--- src/rtl/mips_ctrl_pkg.sv ---
// Shared constants for the multicycle MIPS control path: opcodes, FSM state
// encodings, ALU operation codes and datapath mux selects.
package mips_ctrl_pkg;

  localparam int CTRL_STATE_W = 4;

  localparam logic [5:0] OP_RTYPE = 6'b000000;
  localparam logic [5:0] OP_LW    = 6'b100011;
  localparam logic [5:0] OP_SW    = 6'b101011;
  localparam logic [5:0] OP_BEQ   = 6'b000100;
  localparam logic [5:0] OP_J     = 6'b000010;
  localparam logic [5:0] OP_ADDI  = 6'b001000;

  localparam logic [1:0] ALU_ADD   = 2'b00;
  localparam logic [1:0] ALU_SUB   = 2'b01;
  localparam logic [1:0] ALU_FUNCT = 2'b10;

  localparam logic [1:0] PCSRC_ALU    = 2'b00;
  localparam logic [1:0] PCSRC_ALUOUT = 2'b01;
  localparam logic [1:0] PCSRC_JUMP   = 2'b10;

  localparam logic [1:0] SRCB_B       = 2'b00;
  localparam logic [1:0] SRCB_FOUR    = 2'b01;
  localparam logic [1:0] SRCB_IMM     = 2'b10;
  localparam logic [1:0] SRCB_IMM_SH2 = 2'b11;

  typedef enum logic [CTRL_STATE_W-1:0] {
    S_IDLE      = 4'd0,
    S_FETCH     = 4'd1,
    S_DECODE    = 4'd2,
    S_MEM_ADDR  = 4'd3,
    S_MEM_READ  = 4'd4,
    S_MEM_WB    = 4'd5,
    S_MEM_WRITE = 4'd6,
    S_EXECUTE   = 4'd7,
    S_R_WB      = 4'd8,
    S_BRANCH    = 4'd9,
    S_JUMP      = 4'd10,
    S_ADDI_EXEC = 4'd11,
    S_ADDI_WB   = 4'd12
  } state_t;

  // Full set of datapath controls driven by the FSM in one bundle.
  typedef struct packed {
    logic       pc_write;
    logic       pc_write_cond;
    logic       i_or_d;
    logic       mem_read;
    logic       mem_write;
    logic       mem_to_reg;
    logic       ir_write;
    logic       alu_src_a;
    logic       reg_write;
    logic       reg_dst;
    logic [1:0] pc_source;
    logic [1:0] alu_src_b;
    logic [1:0] alu_op;
    logic       illegal_op;
  } ctrl_t;

  function automatic logic is_known_op(input logic [5:0] op);
    case (op)
      OP_RTYPE, OP_LW, OP_SW, OP_BEQ, OP_J, OP_ADDI: return 1'b1;
      default:                                       return 1'b0;
    endcase
  endfunction

endpackage

--- src/rtl/multicycle_control_fsm.sv ---
// Main control FSM for the multicycle MIPS datapath: sequences fetch, decode,
// execute, memory and writeback, and decodes every datapath control from state.
module multicycle_control_fsm
  import mips_ctrl_pkg::*;
#(
  parameter int STATE_W = 4
) (
  input  logic               Clk,
  input  logic               Rst_n,
  input  logic [5:0]         Op,
  input  logic               Mem_Ready,
  output logic               PCWrite,
  output logic               PCWriteCond,
  output logic               IorD,
  output logic               MemRead,
  output logic               MemWrite,
  output logic               MemtoReg,
  output logic               IRWrite,
  output logic               ALUSrcA,
  output logic               RegWrite,
  output logic               RegDst,
  output logic [1:0]         PCSource,
  output logic [1:0]         ALUSrcB,
  output logic [1:0]         ALU_op,
  output logic               Illegal_Op,
  output logic [STATE_W-1:0] State
);

  state_t state_q;
  logic   run_q;
  ctrl_t  ctrl;

  // run_q delays leaving IDLE by one edge after reset release, so the first
  // FETCH lands on the second rising edge and never on the release edge itself.
  // NOTE: sequential state uses non-blocking assignments and an async active-low
  // clear, so reset takes effect immediately and all flops update together.
  always_ff @(posedge Clk or negedge Rst_n) begin
    if (!Rst_n) begin
      state_q <= S_IDLE;
      run_q   <= 1'b0;
    end else begin
      run_q <= 1'b1;
      case (state_q)
        S_IDLE:      if (run_q) state_q <= S_FETCH;
        S_FETCH:     if (Mem_Ready) state_q <= S_DECODE;
        S_DECODE: begin
          case (Op)
            OP_LW, OP_SW: state_q <= S_MEM_ADDR;
            OP_RTYPE:     state_q <= S_EXECUTE;
            OP_BEQ:       state_q <= S_BRANCH;
            OP_J:         state_q <= S_JUMP;
            OP_ADDI:      state_q <= S_ADDI_EXEC;
            default:      state_q <= S_FETCH;
          endcase
        end
        // Only lw/sw reach MEM_ADDR, so anything other than lw is a store.
        S_MEM_ADDR:  state_q <= (Op == OP_LW) ? S_MEM_READ : S_MEM_WRITE;
        S_MEM_READ:  if (Mem_Ready) state_q <= S_MEM_WB;
        S_MEM_WB:    state_q <= S_FETCH;
        S_MEM_WRITE: if (Mem_Ready) state_q <= S_FETCH;
        S_EXECUTE:   state_q <= S_R_WB;
        S_R_WB:      state_q <= S_FETCH;
        S_BRANCH:    state_q <= S_FETCH;
        S_JUMP:      state_q <= S_FETCH;
        S_ADDI_EXEC: state_q <= S_ADDI_WB;
        S_ADDI_WB:   state_q <= S_FETCH;
        default:     state_q <= S_FETCH;
      endcase
    end
  end

  // Outputs are a pure function of state, apart from the FETCH write strobes
  // (gated by Mem_Ready) and Illegal_Op (decoded from Op in DECODE).
  // NOTE: ctrl is cleared to zero before the case so every path assigns every
  // field and no latch is inferred.
  always_comb begin
    ctrl = '0;
    case (state_q)
      S_FETCH: begin
        ctrl.mem_read  = 1'b1;
        ctrl.alu_src_b = SRCB_FOUR;
        ctrl.alu_op    = ALU_ADD;
        ctrl.pc_source = PCSRC_ALU;
        ctrl.ir_write  = Mem_Ready;
        ctrl.pc_write  = Mem_Ready;
      end
      S_DECODE: begin
        ctrl.alu_src_b  = SRCB_IMM_SH2;
        ctrl.alu_op     = ALU_ADD;
        ctrl.illegal_op = !is_known_op(Op);
      end
      S_MEM_ADDR, S_ADDI_EXEC: begin
        ctrl.alu_src_a = 1'b1;
        ctrl.alu_src_b = SRCB_IMM;
        ctrl.alu_op    = ALU_ADD;
      end
      S_MEM_READ: begin
        ctrl.mem_read = 1'b1;
        ctrl.i_or_d   = 1'b1;
      end
      S_MEM_WB: begin
        ctrl.reg_write  = 1'b1;
        ctrl.mem_to_reg = 1'b1;
      end
      S_MEM_WRITE: begin
        ctrl.mem_write = 1'b1;
        ctrl.i_or_d    = 1'b1;
      end
      S_EXECUTE: begin
        ctrl.alu_src_a = 1'b1;
        ctrl.alu_src_b = SRCB_B;
        ctrl.alu_op    = ALU_FUNCT;
      end
      S_R_WB: begin
        ctrl.reg_write = 1'b1;
        ctrl.reg_dst   = 1'b1;
      end
      S_BRANCH: begin
        ctrl.alu_src_a     = 1'b1;
        ctrl.alu_src_b     = SRCB_B;
        ctrl.alu_op        = ALU_SUB;
        ctrl.pc_write_cond = 1'b1;
        ctrl.pc_source     = PCSRC_ALUOUT;
      end
      S_JUMP: begin
        ctrl.pc_write  = 1'b1;
        ctrl.pc_source = PCSRC_JUMP;
      end
      S_ADDI_WB: ctrl.reg_write = 1'b1;
      default: ctrl = '0;
    endcase
  end

  assign PCWrite     = ctrl.pc_write;
  assign PCWriteCond = ctrl.pc_write_cond;
  assign IorD        = ctrl.i_or_d;
  assign MemRead     = ctrl.mem_read;
  assign MemWrite    = ctrl.mem_write;
  assign MemtoReg    = ctrl.mem_to_reg;
  assign IRWrite     = ctrl.ir_write;
  assign ALUSrcA     = ctrl.alu_src_a;
  assign RegWrite    = ctrl.reg_write;
  assign RegDst      = ctrl.reg_dst;
  assign PCSource    = ctrl.pc_source;
  assign ALUSrcB     = ctrl.alu_src_b;
  assign ALU_op      = ctrl.alu_op;
  assign Illegal_Op  = ctrl.illegal_op;
  assign State       = STATE_W'(state_q);

endmodule
--- config.mk ---
export PLATFORM = sky130hd
export DESIGN_NAME = multicycle_control_fsm
export DESIGN_NICKNAME = d
export VERILOG_FILES = /design/src/rtl/mips_ctrl_pkg.sv /design/src/rtl/multicycle_control_fsm.sv
export SDC_FILE = /design/constraint.sdc
export NUM_CORES = 1
export LEC_CHECK = 0
export CAP_MARGIN = 10
export CORE_MARGIN = 1.5
export CORE_UTILIZATION = 40
export DETAILED_ROUTE_END_ITERATION = 7
export PLACE_DENSITY = 0.92
export SLEW_MARGIN = 10
export SYNTH_ARGS = -nofsm -noshare
export SYNTH_HDL_FRONTEND = slang
export SYNTH_SLANG_ARGS = --single-unit
--- constraint.sdc ---
create_clock -name Clk -period 2.8 [get_ports Clk]
set_clock_uncertainty 0.15 [all_clocks]
set_input_delay 0.56 -clock Clk [delete_from_list [all_inputs] [get_ports Clk]]
set_output_delay 0.56 -clock Clk [all_outputs]
set_load 0.05 [all_outputs]
==> flow_summary_export.csv <==
group,metric,value,unit
status,status,"finished, final reports clean",
placed_design,dpl.hpwl,1190,um
timing,finalSetupTns,0,ps
setup_path,worst_path_dominant_cell_family,"buffers and inverters",
layout,share_of_cells_above_drive_strength_1,0.248,
grt,global_route_wire_length_before_repair,2290,um
floorplan,floorplan.io_pins,30,
detailed_routing,routed-via-count,661,
setup_path,cp_max_fo,5,
timing,timing_worst_slew_pin_value,505,ps
synth,synth_enable_flop_cells,0,
clock_network,cts_tree,"yes",
flow_run,max_cap_viol_count,0,
grt,grt_max_degree,17,
setup_path,cp_arrival,1980,ps
timing,layout_min_cycle_time,2690,ps
clock_network,cts.sinks,5,
floorplan,floorplan.die.height,40.6,um
clock_network,clock_insertion_delay_worst_skew,240,ps
floorplan,fp.dieW,40.6,um
setup_path,worstPathCellList,"clkdlybuf4s50_1 -> or3_1 -> a21oi_1 -> nor2_1 -> o211a_1 -> buf_4",
timing,max_freq,0.372,GHz
synth,yosys.area_share.adder,0,
floorplan,start_util,0.429,
layout,finish.net_count,119,
clock_network,clk_pin_slew,50,ps
synth,synth_fp_nets,86,
timing,slew_headroom,0.662,
floorplan,fp-row-count,13,
clock_network,clock-root-buffer,"clkbuf_4",
clock_network,hold_bufs_at_cts,0,
synth,muxShareOfSynthArea,0,
power_and_ir_drop,power.leakage,0.399,nW
clock_network,cts_post_setup_buffers_inserted,0,
synth,synth_top_flop_cell,"dfrtp_1",
timing,rsz_0062_raised_after_global_routing,"no",
synth,synth.top_cell.area_share,0.221,
layout,filler_cell_count,114,
setup_path,critical_path_buf_inv_count,2,
synth,ys_top_cells_by_count,"18 x nor2_1, 5 x dfrtp_1, 5 x nand2_1, 5 x nand2b_1, 4 x a21oi_1",
clock_network,ctsHtreeMaxLevel,1,
layout,seq_area,125,um^2
detailed_routing,firstDrtPassIters,4,
synth,synthCells,77,
timing,setup_viol,0,
synth,synth-warning-count,0,
timing,timing.final.crit_share,0.960,
grt,grt_antenna_before_repair,0,
synth,synthSimpleGateAreaFrac,0.454,
layout,area_growth,60.2,%
synth,post_syn_area,566,um^2
synth,synth_seq_cells,5,
power_and_ir_drop,vdd.ir_drop.worst,624,uV
floorplan,floorplan.die_area,1650,um^2
synth,post_synth_cell_types,37,
layout,n_antenna_cell,0,
synth,synthArstFlopShare,1.00,
worst_hold_path,hold_path_class,"input pin to asynchronous set/reset pin",
synth,synth_area_leaders,"dfrtp_1 22%, nor2_1 12%, nand2b_1 5.5%",
timing,hold_ws,383,ps
synth,synth.avg_cell_area,7.34,um^2
detailed_routing,route.antenna.remaining_nets,0,
synth,synth_most_common_cell,"nor2_1",
synth,seq_area_frac_synth,0.221,
grt,overflow,0,
grt,grtUsageTotal,0.208,
placed_design,place_congestion,0.801,
synth,synth.largest_area_cell,"dfrtp_1",
placed_design,buffers_added_on_ports,29,
setup_path,max_stage_delay,470,ps
layout,multiInputGateArea,420,um^2
setup_path,startpoint_type,"input pin",
synth,synthXorXnorAreaFrac,0.0155,
detailed_routing,drt-wirelength-per-cell,11.7,um
floorplan,coreArea,1320,um^2
clock_network,post_cts_resized,0,
detailed_routing,remaining_drc_errors,0,
clock_network,maximum_clock_path_buffer_count,2,
detailed_routing,drtIter0Drc,11,
synth,synth_compound_area_frac,0.246,
setup_path,worstPathRequired,2090,ps
detailed_routing,routed_via_density,5.33,
grt,grt_pass1_vias,555,
setup_path,critical_path_capture_point_type,"output port",
detailed_routing,routed_wirelength,1450,um
timing,report.final.hold_viol_count,0,
setup_path,critical_path_s_slowest_cell,"clkdlybuf4s50_1",
timing,slew_viol_final,0,
clock_network,cts_buffers,3,
power_and_ir_drop,pwr_density_cell,1140,nW/um^2
synth,synth_top_family_by_area,"simple AND/OR/NAND/NOR gates",
setup_path,crit_type,"input pin to output port",
-- worst register-to-register path: stages, from the launching register on --
cell     delay (ps)
dfrtp_1         470
buf_4           210
or2b_1          320
nor4_4          210
a22oi_2          90
o32ai_1         160
-- area by class of cell --
type / count / area share
Timing Repair Buffer: 33 / 0.348
Sequential cell: 5 / 0.138
Tap cell: 15 / 0.0207
Multi-Input combinational cell: 67 / 0.464
Clock buffer: 4 / 0.0290
-- logic make-up after synthesis --
family / count (synthesis)
other: 1
flip-flops: 5
AND/OR/NAND/NOR: 46
buffers and inverters: 5
XOR/XNOR: 1
AO/OA/AOI/OAI: 19
-- per-stage QoR --
step / setup slack (ps) / util / std cells / power (mW) / cell area [um^2]
finish: 113 / 0.688 / 124 / 1.03 / 906
global route: 5.98 / 0.688 / 124 / 1.10 / 906
CTS: 112 / 0.688 / 124 / 1.03 / 906
detailed placement: 108 / 0.668 / 120 / 0.948 / 880
global placement: 168 / 0.668 / 120 / 0.931 / 880
floorplan: 175 / - / 77 / 0.700 / 578
-- cell usage in the layout (no fill, tap or decap), types with 2 or more instances in the layout --
cell | Yosys | routed
buf_12 | 0 | 2
clkdlybuf4s50_1 | 0 | 17
nand3_1 | 2 | 2
and3_1 | 2 | 2
nand2b_1 | 5 | 5
nor2_1 | 18 | 17
nor2b_1 | 3 | 3
nand2_1 | 5 | 5
dfrtp_1 | 5 | 5
a21oi_1 | 4 | 4
clkbuf_4 | 0 | 3
o21ai_0 | 3 | 3
buf_4 | 1 | 14
-- path summary, 6_finish.rpt --
path                                from    endpoint  slack (ps)  cells after the start
worst min-delay path               Rst_n    State[1]         380                      1
worst max register to register  State[0]    State[1]        1080                      5
max in group asynchronous          Rst_n    State[2]        1920                      1
min in group Clk                   run_q    State[0]         550                      4
worst max-delay path               Op[5]  Illegal_Op         110                      6
worst min register to register     run_q    State[0]         550                      4
-- registers in the layout, summed over array words and instances, names as in the netlist --
register  flops
State         4
run_q         1
-- power by group --
part | switching (mW) | total [mW] | internal [mW]
logic | 0.499 | 0.790 | 0.291
clock network | 0.0300 | 0.0839 | 0.0539
registers | 0.0627 | 0.156 | 0.0930
total | 0.592 | 1.03 | 0.438
-- metal layers --
layer,global-route usage,share of wire,vias to the layer above
met5,0,0,-
met4,0.0500,0,0
met3,0.0500,0.035,0
met2,0.357,0.54,19
met1,0.257,0.42,305
li1,-,-,337
No activity file was read; power rests on OpenSTA's default activity.
